File: src/rtl/fpu_round_pack.sv
// fpu_round_pack: rounds an unpacked FPU result (nearest-even) and packs it to IEEE-754 layout.
// Latency: 2 cycles from accepted input to out_valid; throughput 1 beat/cycle.
// Backpressure: out_ready low stalls both stages; in_ready is combinational from out_ready (no skid).
module fpu_round_pack #(
  parameter int EXPONENT_WIDTH    = 11,
  parameter int SIGNIFICAND_WIDTH = 52,
  parameter int EXTRA_BITS        = 3
) (
  input  logic                                          clk,
  input  logic                                          rst,
  input  logic                                          in_valid,
  output logic                                          in_ready,
  input  logic                                          in_sign,
  input  logic [EXPONENT_WIDTH+1:0]                     in_exponent,
  input  logic [SIGNIFICAND_WIDTH+EXTRA_BITS:0]         in_significand,
  input  logic                                          in_is_nan,
  output logic                                          out_valid,
  input  logic                                          out_ready,
  output logic [EXPONENT_WIDTH+SIGNIFICAND_WIDTH:0]     out_packed,
  output logic                                          out_overflow,
  output logic                                          out_underflow,
  output logic                                          out_inexact
);

  localparam int EW = EXPONENT_WIDTH;
  localparam int MW = SIGNIFICAND_WIDTH;
  localparam int XW = EXTRA_BITS;

  // Stage 1 (rounded) state
  logic              s1_vld_q;
  logic              s1_sign_q;
  logic [EW+1:0]     s1_exp_q;
  logic [MW+1:0]     s1_sum_q;
  logic              s1_inexact_q;
  logic              s1_nonzero_q;
  logic              s1_nan_q;

  // Stage 2 (packed) state, drives the outputs directly
  logic              s2_vld_q;
  logic [EW+MW:0]    s2_packed_q;
  logic              s2_ovf_q;
  logic              s2_unf_q;
  logic              s2_inx_q;

  // Handshake: a stage moves when it is empty or its consumer moves
  logic s2_adv;
  logic s1_adv;

  assign s2_adv   = !s2_vld_q || out_ready;
  assign s1_adv   = !s1_vld_q || s2_adv;
  assign in_ready = s1_adv;

  // Round-to-nearest-even on the incoming significand
  logic          rnd_l;
  logic          rnd_r;
  logic          rnd_s;
  logic          rnd_up;
  logic [MW+1:0] rnd_sum;

  always_comb begin
    rnd_l   = in_significand[XW];
    rnd_r   = in_significand[XW-1];
    rnd_s   = |in_significand[XW-2:0];
    rnd_up  = rnd_r && (rnd_s || rnd_l);
    rnd_sum = {1'b0, in_significand[MW+XW:XW]} + {{(MW+1){1'b0}}, rnd_up};
  end

  // Stage 1 register: capture rounded sum and beat metadata
  always_ff @(posedge clk) begin
    if (rst) begin
      s1_vld_q     <= 1'b0;
      s1_sign_q    <= 1'b0;
      s1_exp_q     <= '0;
      s1_sum_q     <= '0;
      s1_inexact_q <= 1'b0;
      s1_nonzero_q <= 1'b0;
      s1_nan_q     <= 1'b0;
    end else if (s1_adv) begin
      s1_vld_q <= in_valid;
      if (in_valid) begin
        s1_sign_q    <= in_sign;
        s1_exp_q     <= in_exponent;
        s1_sum_q     <= rnd_sum;
        s1_inexact_q <= rnd_r || rnd_s;
        s1_nonzero_q <= |in_significand;
        s1_nan_q     <= in_is_nan;
      end
    end
  end

  // Renormalise on carry-out; the exponent is widened by one bit so +1 cannot wrap
  logic          nrm_carry;
  logic [MW:0]   nrm_sig;
  logic [EW+2:0] nrm_exp;
  logic          nrm_ovf;
  logic          nrm_unf;

  always_comb begin
    nrm_carry = s1_sum_q[MW+1];
    nrm_sig   = nrm_carry ? s1_sum_q[MW+1:1] : s1_sum_q[MW:0];
    nrm_exp   = {s1_exp_q[EW+1], s1_exp_q} + {{(EW+2){1'b0}}, nrm_carry};
    // Non-negative and at least the all-ones field value
    nrm_ovf   = !nrm_exp[EW+2] && (nrm_exp[EW+1:0] >= {2'b00, {EW{1'b1}}});
    // Negative or zero
    nrm_unf   = nrm_exp[EW+2] || (nrm_exp == '0);
  end

  // Pack selection: NaN beats everything, then overflow, underflow, normal
  logic [EW+MW:0] pk_d;
  logic           ovf_d;
  logic           unf_d;
  logic           inx_d;

  always_comb begin
    pk_d  = {s1_sign_q, nrm_exp[EW-1:0], nrm_sig[MW-1:0]};
    ovf_d = 1'b0;
    unf_d = 1'b0;
    inx_d = s1_inexact_q;
    if (s1_nan_q) begin
      pk_d  = {s1_sign_q, {EW{1'b1}}, 1'b1, {(MW-1){1'b0}}};
      inx_d = 1'b0;
    end else if (nrm_ovf) begin
      pk_d  = {s1_sign_q, {EW{1'b1}}, {MW{1'b0}}};
      ovf_d = 1'b1;
      inx_d = 1'b1;
    end else if (nrm_unf) begin
      pk_d  = {s1_sign_q, {(EW+MW){1'b0}}};
      unf_d = 1'b1;
      inx_d = s1_nonzero_q;
    end
  end

  // Stage 2 register: holds the packed result stable while downstream stalls
  always_ff @(posedge clk) begin
    if (rst) begin
      s2_vld_q    <= 1'b0;
      s2_packed_q <= '0;
      s2_ovf_q    <= 1'b0;
      s2_unf_q    <= 1'b0;
      s2_inx_q    <= 1'b0;
    end else if (s2_adv) begin
      s2_vld_q <= s1_vld_q;
      if (s1_vld_q) begin
        s2_packed_q <= pk_d;
        s2_ovf_q    <= ovf_d;
        s2_unf_q    <= unf_d;
        s2_inx_q    <= inx_d;
      end
    end
  end

  assign out_valid     = s2_vld_q;
  assign out_packed    = s2_packed_q;
  assign out_overflow  = s2_ovf_q;
  assign out_underflow = s2_unf_q;
  assign out_inexact   = s2_inx_q;

endmodule

File: config.mk
export PLATFORM = sky130hd
export DESIGN_NAME = fpu_round_pack
export DESIGN_NICKNAME = d
export VERILOG_FILES = /design/src/rtl/fpu_round_pack.sv
export SDC_FILE = /design/constraint.sdc
export NUM_CORES = 1
export LEC_CHECK = 0
export CAP_MARGIN = 20
export CORE_ASPECT_RATIO = 0.8
export CORE_MARGIN = 2
export CORE_UTILIZATION = 46
export CTS_CLUSTER_SIZE = 12
export DETAILED_ROUTE_END_ITERATION = 10
export GPL_TIMING_DRIVEN = 0
export PLACE_DENSITY = 0.73
export SLEW_MARGIN = 20
export SYNTH_ARGS = -nofsm -noshare
export SYNTH_HDL_FRONTEND = slang
export SYNTH_SLANG_ARGS = --single-unit
File: constraint.sdc
create_clock -name clk -period 6.7 [get_ports clk]
set_input_delay 1.34 -clock clk [delete_from_list [all_inputs] [get_ports clk]]
set_output_delay 1.34 -clock clk [all_outputs]
set_load 0.005 [all_outputs]
==> key figures, run 1 <==
Layout
  – Antenna diodes: 0
  – Area taken by multi-input logic gates: 4040 um^2
  – Max reg flops: 64
  – FF+latch area: 2800 um^2
  – Area delta synth->final: 31.7%
  – Number of nets in the layout: 1062
  – Layout Utilization: 62.5%
  – Layout filler cell count: 1351
  – Share of layout cells above drive strength 1: 11.1%

Critical path
  – Top delay family on crit path: buffers and inverters
  – CP cell instances: clkdlybuf4s50_1 -> nor2b_1 -> nand2_1 -> clkdlybuf4s50_1
  – Required @ worst endpoint: 5.36 ns
  – Worst endpoint data arrival time: 2.60 ns
  – Worst Path Class, Setup: input pin to primary output
  – Critical path startpoint category: input pin
  – Cell mode on critical path: clkdlybuf4s50_1
  – Slowest CP cell: clkdlybuf4s50_1
  – Worst stage delay on the critical path: 0.47 ns
  – Buf+Inv Stages, Crit Path: 2
  – Crit Path Max Fanout: 5
  – CP endpoint kind: primary output

Logic synthesis
  – Synth Cell Area: 7170 um^2
  – Syn nets: 900
  – Cells after synthesis: 821
  – Synth Warn #: 0
  – Largest cells by area after synthesis: dfxtp_1, mux2i_1, nand2_1
  – Avg Inst Size Synth: 8.73 um^2
  – Count leader, synth: dfxtp_1
  – Flops & latches, synth: 140
  – Seq/Total Area, Yosys: 39.1%
  – Synth top area share: 39.1%
  – Post-synth EDFFs: 0
  – Count of cell types in the netlist: 52
  – Ys async rst share: 0%
  – Area leader, netlist: dfxtp_1
  – Synth cell count leaders: dfxtp_1, nand2_1, nor2_1, mux2i_1, o21ai_2
  – Ys flop type: dfxtp_1

STA
  – RSZ-0062 raised after global routing: no
  – Tightest Pin Transition: 0.797 ns
  – Max-slew violation count: 0
  – Upper clock frequency limit: 254 MHz
  – Setup tns final: 0 ns
  – Slew headroom: 46.7%
  – Final period util: 58.8%
  – Clock Skew: 0.00768 ns
  – Setup violators final: 0
  – Crit path time final: 3.94 ns
  – Setup WS post-layout: 2.76 ns
  – Final Hold Vio Count: 0

Floorplan
  – Die height: 116 um
  – Area of the core: 15100 um^2
  – Die Area: 16600 um^2
  – Starting Density: 47.4%
  – Rows: 40
  – Num ports: 144
  – Die Wd: 144 um

Clock tree
  – Worst-skew pair later-pin latency: 0.43 ns
  – Post-CTS sizing: 0
  – CTS root buffer: clkbuf_16
  – Num CTS Buffers: 17
  – CTS sink cnt: 140
  – Clk slew on worst S/H paths: 0.06 ns
  – Setup Buffers After CTS: 0
  – TritonCTS clock tree: yes
  – CTS max path bufs: 2
  – Cts-stage hold buffer count: 0
  – CTS H-tree depth: 4

Run status
  – Status: finished, final reports clean

Detailed routing
  – Total Routed Length: 20.2 mm
  – Routed len/inst: 16.7 um
  – Vias: 6620
  – Vias per cell: 5.49
  – Final ANT Viol Nets: 0
  – Starting DRC count in detailed routing: 583
  – Drt drc: 0
  – Drt first pass iters: 5

Hold path
  – Hold Crit Class: register to register

GRT
  – First-pass GRT wire length: 32.0 mm
  – Largest net degree at the start of global routing: 17
  – Total global routing overflow: 0
  – Vias in the first global route: 6043
  – Gr usage total: 24.9%
  – Initial antenna violation count: 0

Job
  – Max-Cap Viols: 0

Pwr
  – Leakage power: 3.21 nW
  – PwrDens: 223 nW/um^2
  – Design Power: 2.10 mW
  – Peak supply drop: 0.198 mV

Place
  – DPL Wire Length: 15.5 mm
  – Placer Congestion: 0.932
  – Input/output buffers: 143
  – Pre-CTS WS: 2.69 ns
metal layers:
metal / vias to the layer above / wire length, um / track usage [%]
li1: 3310 / - / -
met1: 3089 / 9710 / 36.0
met2: 206 / 8910 / 37.7
met3: 15 / 1400 / 6.16
met4: 0 / 159 / 5.16
met5: - / 0 / 0
cell type report:
| cell class | instances | area share [%] |
|---|---|---|
| Buffer | 58 | 3.10 |
| Multi-Input combinational cell | 613 | 42.8 |
| Sequential cell | 140 | 29.7 |
| Clock inverter | 12 | 1.29 |
| Clock buffer | 20 | 4.84 |
| Timing Repair Buffer | 143 | 15.2 |
| Inverter | 10 | 0.398 |
| Tap cell | 210 | 2.78 |
metrics by stage:
step	instance area (um^2)	hold WS (ns)	instances
2_1_floorplan	7170	0.432	821
3_3_place_gp	8860	0.437	1174
3_5_place_dp	8860	0.441	1174
4_1_cts	9440	0.454	1206
5_1_grt	9440	0.468	1206
6_report	9440	0.450	1206
tightest hold or removal path: cells and delay by family, from the launching register on:
family	cells	cell delay, ns
AO/OA/AOI/OAI	1	0.04
flip-flops	1	0.32
AND/OR/NAND/NOR	1	0.06
placed cells by master, fill, tap and decap left out, types with 25 or more instances in the layout:
| master | Yosys | final |
|---|---|---|
| a211oi_1 | 48 | 48 |
| clkbuf_1 | 44 | 45 |
| clkdlybuf4s50_1 | 0 | 143 |
| dfxtp_1 | 140 | 140 |
| mux2i_1 | 52 | 52 |
| nand2_1 | 119 | 119 |
| nand4_1 | 25 | 25 |
| nor2_1 | 81 | 81 |
| o21ai_2 | 51 | 51 |
| xor2_1 | 37 | 37 |
cell families after synthesis:
family,count (synthesis),synth area share (%)
buffers and inverters,68,4.61
adder cells (fa/ha/maj),4,0.698
multiplexers,52,7.26
flip-flops,140,39.1
AO/OA/AOI/OAI,175,19.5
AND/OR/NAND/NOR,332,22.8
XOR/XNOR,50,6.11
worst paths after layout:
| kind | start | endpoint | slack (ns) | cells after the start |
|---|---|---|---|---|
| worst max-delay path | out_ready | in_ready | 2.76 | 4 |
| worst min-delay path | out_packed[9]$_SDFFE_PP0P_ | out_packed[9]$_SDFFE_PP0P_ | 0.45 | 2 |
| worst max register to register | s1_sum_q[53]$_SDFFE_PP0P_ | out_packed[28]$_SDFFE_PP0P_ | 3.84 | 9 |
| worst min register to register | out_packed[9]$_SDFFE_PP0P_ | out_packed[9]$_SDFFE_PP0P_ | 0.45 | 2 |
report_power, final:
part           switching (mW)  internal, mW  leakage, nW
Combinational           0.146         0.129         1.78
Sequential             0.0330         0.877         1.15
Clock                   0.357         0.563        0.281
Total                   0.536          1.57         3.21
Power figures use the tool's default switching activity.
==> run 2, diff against run 1 <==
PLACE_DENSITY = 0.75   (was 0.73)
clock period = 3.3 ns   (was 6.7 ns; I/O delays follow)
==> key figures, run 2 (same netlist as run 1, synthesis figures left out) <==
Run status
  – Status: finished, final reports clean

GRT
  – Total global routing overflow: 0 (unchanged)
  – First-pass GRT wire length: 32.2 mm (+0.67%)
  – Initial antenna violation count: 0 (unchanged)
  – Largest net degree at the start of global routing: 17 (unchanged)
  – Gr usage total: 25.1% (+0.19 points)
  – Vias in the first global route: 6113 (+1.2%)

Detailed routing
  – Total Routed Length: 20.3 mm (+0.53%)
  – Vias: 6651 (+0.47%)
  – Final ANT Viol Nets: 0 (unchanged)
  – Drt drc: 0 (unchanged)
  – Routed len/inst: 16.8 um (+0.62%)
  – Starting DRC count in detailed routing: 597 (+2.4%)
  – Drt first pass iters: 7 (+2)
  – Vias per cell: 5.52 (+0.55%)

Clock tree
  – Post-CTS sizing: 0 (unchanged)
  – TritonCTS clock tree: yes
  – Num CTS Buffers: 17 (unchanged)
  – Clk slew on worst S/H paths: 0.06 ns (about the same)
  – CTS sink cnt: 140 (unchanged)
  – Setup Buffers After CTS: 0 (unchanged)
  – Cts-stage hold buffer count: 0 (unchanged)
  – Worst-skew pair later-pin latency: 0.42 ns (about the same)
  – CTS max path bufs: 2 (unchanged)
  – CTS H-tree depth: 4 (unchanged)
  – CTS root buffer: clkbuf_16

STA
  – Tightest Pin Transition: 0.774 ns (-0.0236 ns)
  – Slew headroom: 47.9% (+1.3 points)
  – Final period util: 88.8%
  – Setup violators final: 0 (unchanged)
  – Final Hold Vio Count: 0 (unchanged)
  – Max-slew violation count: 0 (unchanged)
  – Upper clock frequency limit: 341 MHz
  – Hold_ws: 0.451 ns (+0.000458 ns)
  – Clock Skew: 0.00778 ns (+0.000101 ns)
  – Setup tns final: 0 ns (unchanged)
  – RSZ-0062 raised after global routing: no
  – Crit path time final: 2.93 ns
  – Setup WS post-layout: 0.370 ns (-2.39 ns)

Place
  – Input/output buffers: 143 (unchanged)
  – Pre-CTS WS: 0.0267 ns (-2.67 ns)
  – Cells after DPL: 1174 (unchanged)
  – DPL Wire Length: 15.3 mm (-1.2%)
  – Placer Congestion: 0.955 (+2.5%)
  – Post-Place Cell Area: 8860 um^2 (unchanged)

Pwr
  – Leakage power: 3.20 nW (-0.20%)
  – Peak supply drop: 0.452 mV (+130%)
  – PwrDens: 453 nW/um^2 (+100%)

Critical path
  – R2R Path End: out_packed[41]$_SDFFE_PP0P_
  – Reg-to-Reg Start: s1_sum_q[53]$_SDFFE_PP0P_
  – Critical path startpoint category: input pin
  – Required @ worst endpoint: 3.63 ns (-1.73 ns)
  – FF-to-FF path depth: 9 (unchanged)
  – Crit Path Max Fanout: 10 (+5)
  – Worst Path Class, Setup: input pin to register
  – Worst endpoint data arrival time: 3.26 ns (+0.66 ns)
  – Reg2Reg Setup Slack: 0.42 ns (-3.42 ns)
  – CP endpoint kind: register

Floorplan
  – Die Wd: 144 um (unchanged)
  – Die height: 116 um (unchanged)
  – Starting Density: 47.4% (unchanged)
  – Area of the core: 15100 um^2 (unchanged)
  – Die Area: 16600 um^2 (unchanged)
  – Num ports: 144 (unchanged)
  – Rows: 40 (unchanged)

Hold path
  – Hold endpoint: out_packed[3]$_SDFFE_PP0P_
  – HP Start: out_packed[3]$_SDFFE_PP0P_
  – WHS Path Cells: 2 (unchanged)
  – Hold Crit Class: register to register

Layout
  – Share of layout cells above drive strength 1: 11.0% (-0.18 points)
  – Fin area: 9430 um^2 (-0.12%)
  – Non-Filler Instances: 1205 (-0.083%)
  – Most frequent cells in the layout: clkdlybuf4s50_1, dfxtp_1, nand2_1
  – Max reg flops: 64 (unchanged)
  – Area delta synth->final: 31.5%
  – Number of nets in the layout: 1062 (unchanged)
  – Commonest non-fill, non-tap cell in the layout: clkdlybuf4s50_1

Job
  – Max-Cap Viols: 0 (unchanged)
-- run 2: cell count changes in the layout (fill, tap and decap cells not counted), sizes merged --
| cell | previous run | this run |
|---|---|---|
| inv | 10 | 11 |
| clkinvlp | 3 | 2 |
| clkbuf | 64 | 63 |
| diode | 0 | 1 |
| clkinv | 7 | 6 |
-- run 2: report_power, final --
part	leakage, nW	internal, mW	total, mW	switching (mW)
clock	0.275	1.12	1.86	0.739
combinational	1.78	0.262	0.561	0.299
sequential	1.15	1.78	1.85	0.0667
-- run 2: metrics by stage --
step	power, mW	utilization, %
after floorplan	2.16	-
after global placement	2.43	58.7
after detailed placement	2.44	58.7
after CTS	4.28	62.4
after global routing	4.43	62.4
final	4.27	62.4
-- run 2: cell type report --
class | count | area [um^2]
fill | 1379 | 5680
buffer | 58 | 293
sequential | 140 | 2800
timing repair buffer | 143 | 1430
inverter | 10 | 37.5
antenna | 1 | 2.50
clock inverter | 11 | 121
tap | 210 | 263
multi-input combinational | 613 | 4040
clock buffer | 19 | 443
-- run 2: critical path, cell delays in order --
cell and delay [ns]:
clkdlybuf4s50_1 0.64, and4_1 0.33, nand2_1 0.19, nor4_4 0.45, buf_4 0.26, buf_4 0.19
nand3_1 0.10, xnor2_1 0.16, a211oi_1 0.26
-- run 2: worst max-delay path by stage --
stage / from / end / slack [ns] / depth (start not counted)
2_1_floorplan: s1_exp_q[1]$_SDFFE_PP0P_ / out_packed[10]$_SDFFE_PP0P_ / 0.92 / 8
3_3_place_gp: in_significand[10] / s1_sum_q[45]$_SDFFE_PP0P_ / 0.03 / 9
3_5_place_dp: in_significand[10] / s1_sum_q[45]$_SDFFE_PP0P_ / 0.03 / 9
4_1_cts: in_significand[10] / s1_sum_q[38]$_SDFFE_PP0P_ / 0.43 / 9
5_1_grt: in_significand[10] / s1_sum_q[29]$_SDFFE_PP0P_ / 0.19 / 9
6_report: in_significand[10] / s1_sum_q[38]$_SDFFE_PP0P_ / 0.37 / 9
-- run 2: per-layer routing --
metal,global-route usage (%),vias to the layer above,share of wire [%]
met3,6.90,18,7.8
met2,37.5,233,44
li1,-,3293,-
met4,6.08,0,1.2
met1,36.0,3107,47
met5,0,-,0
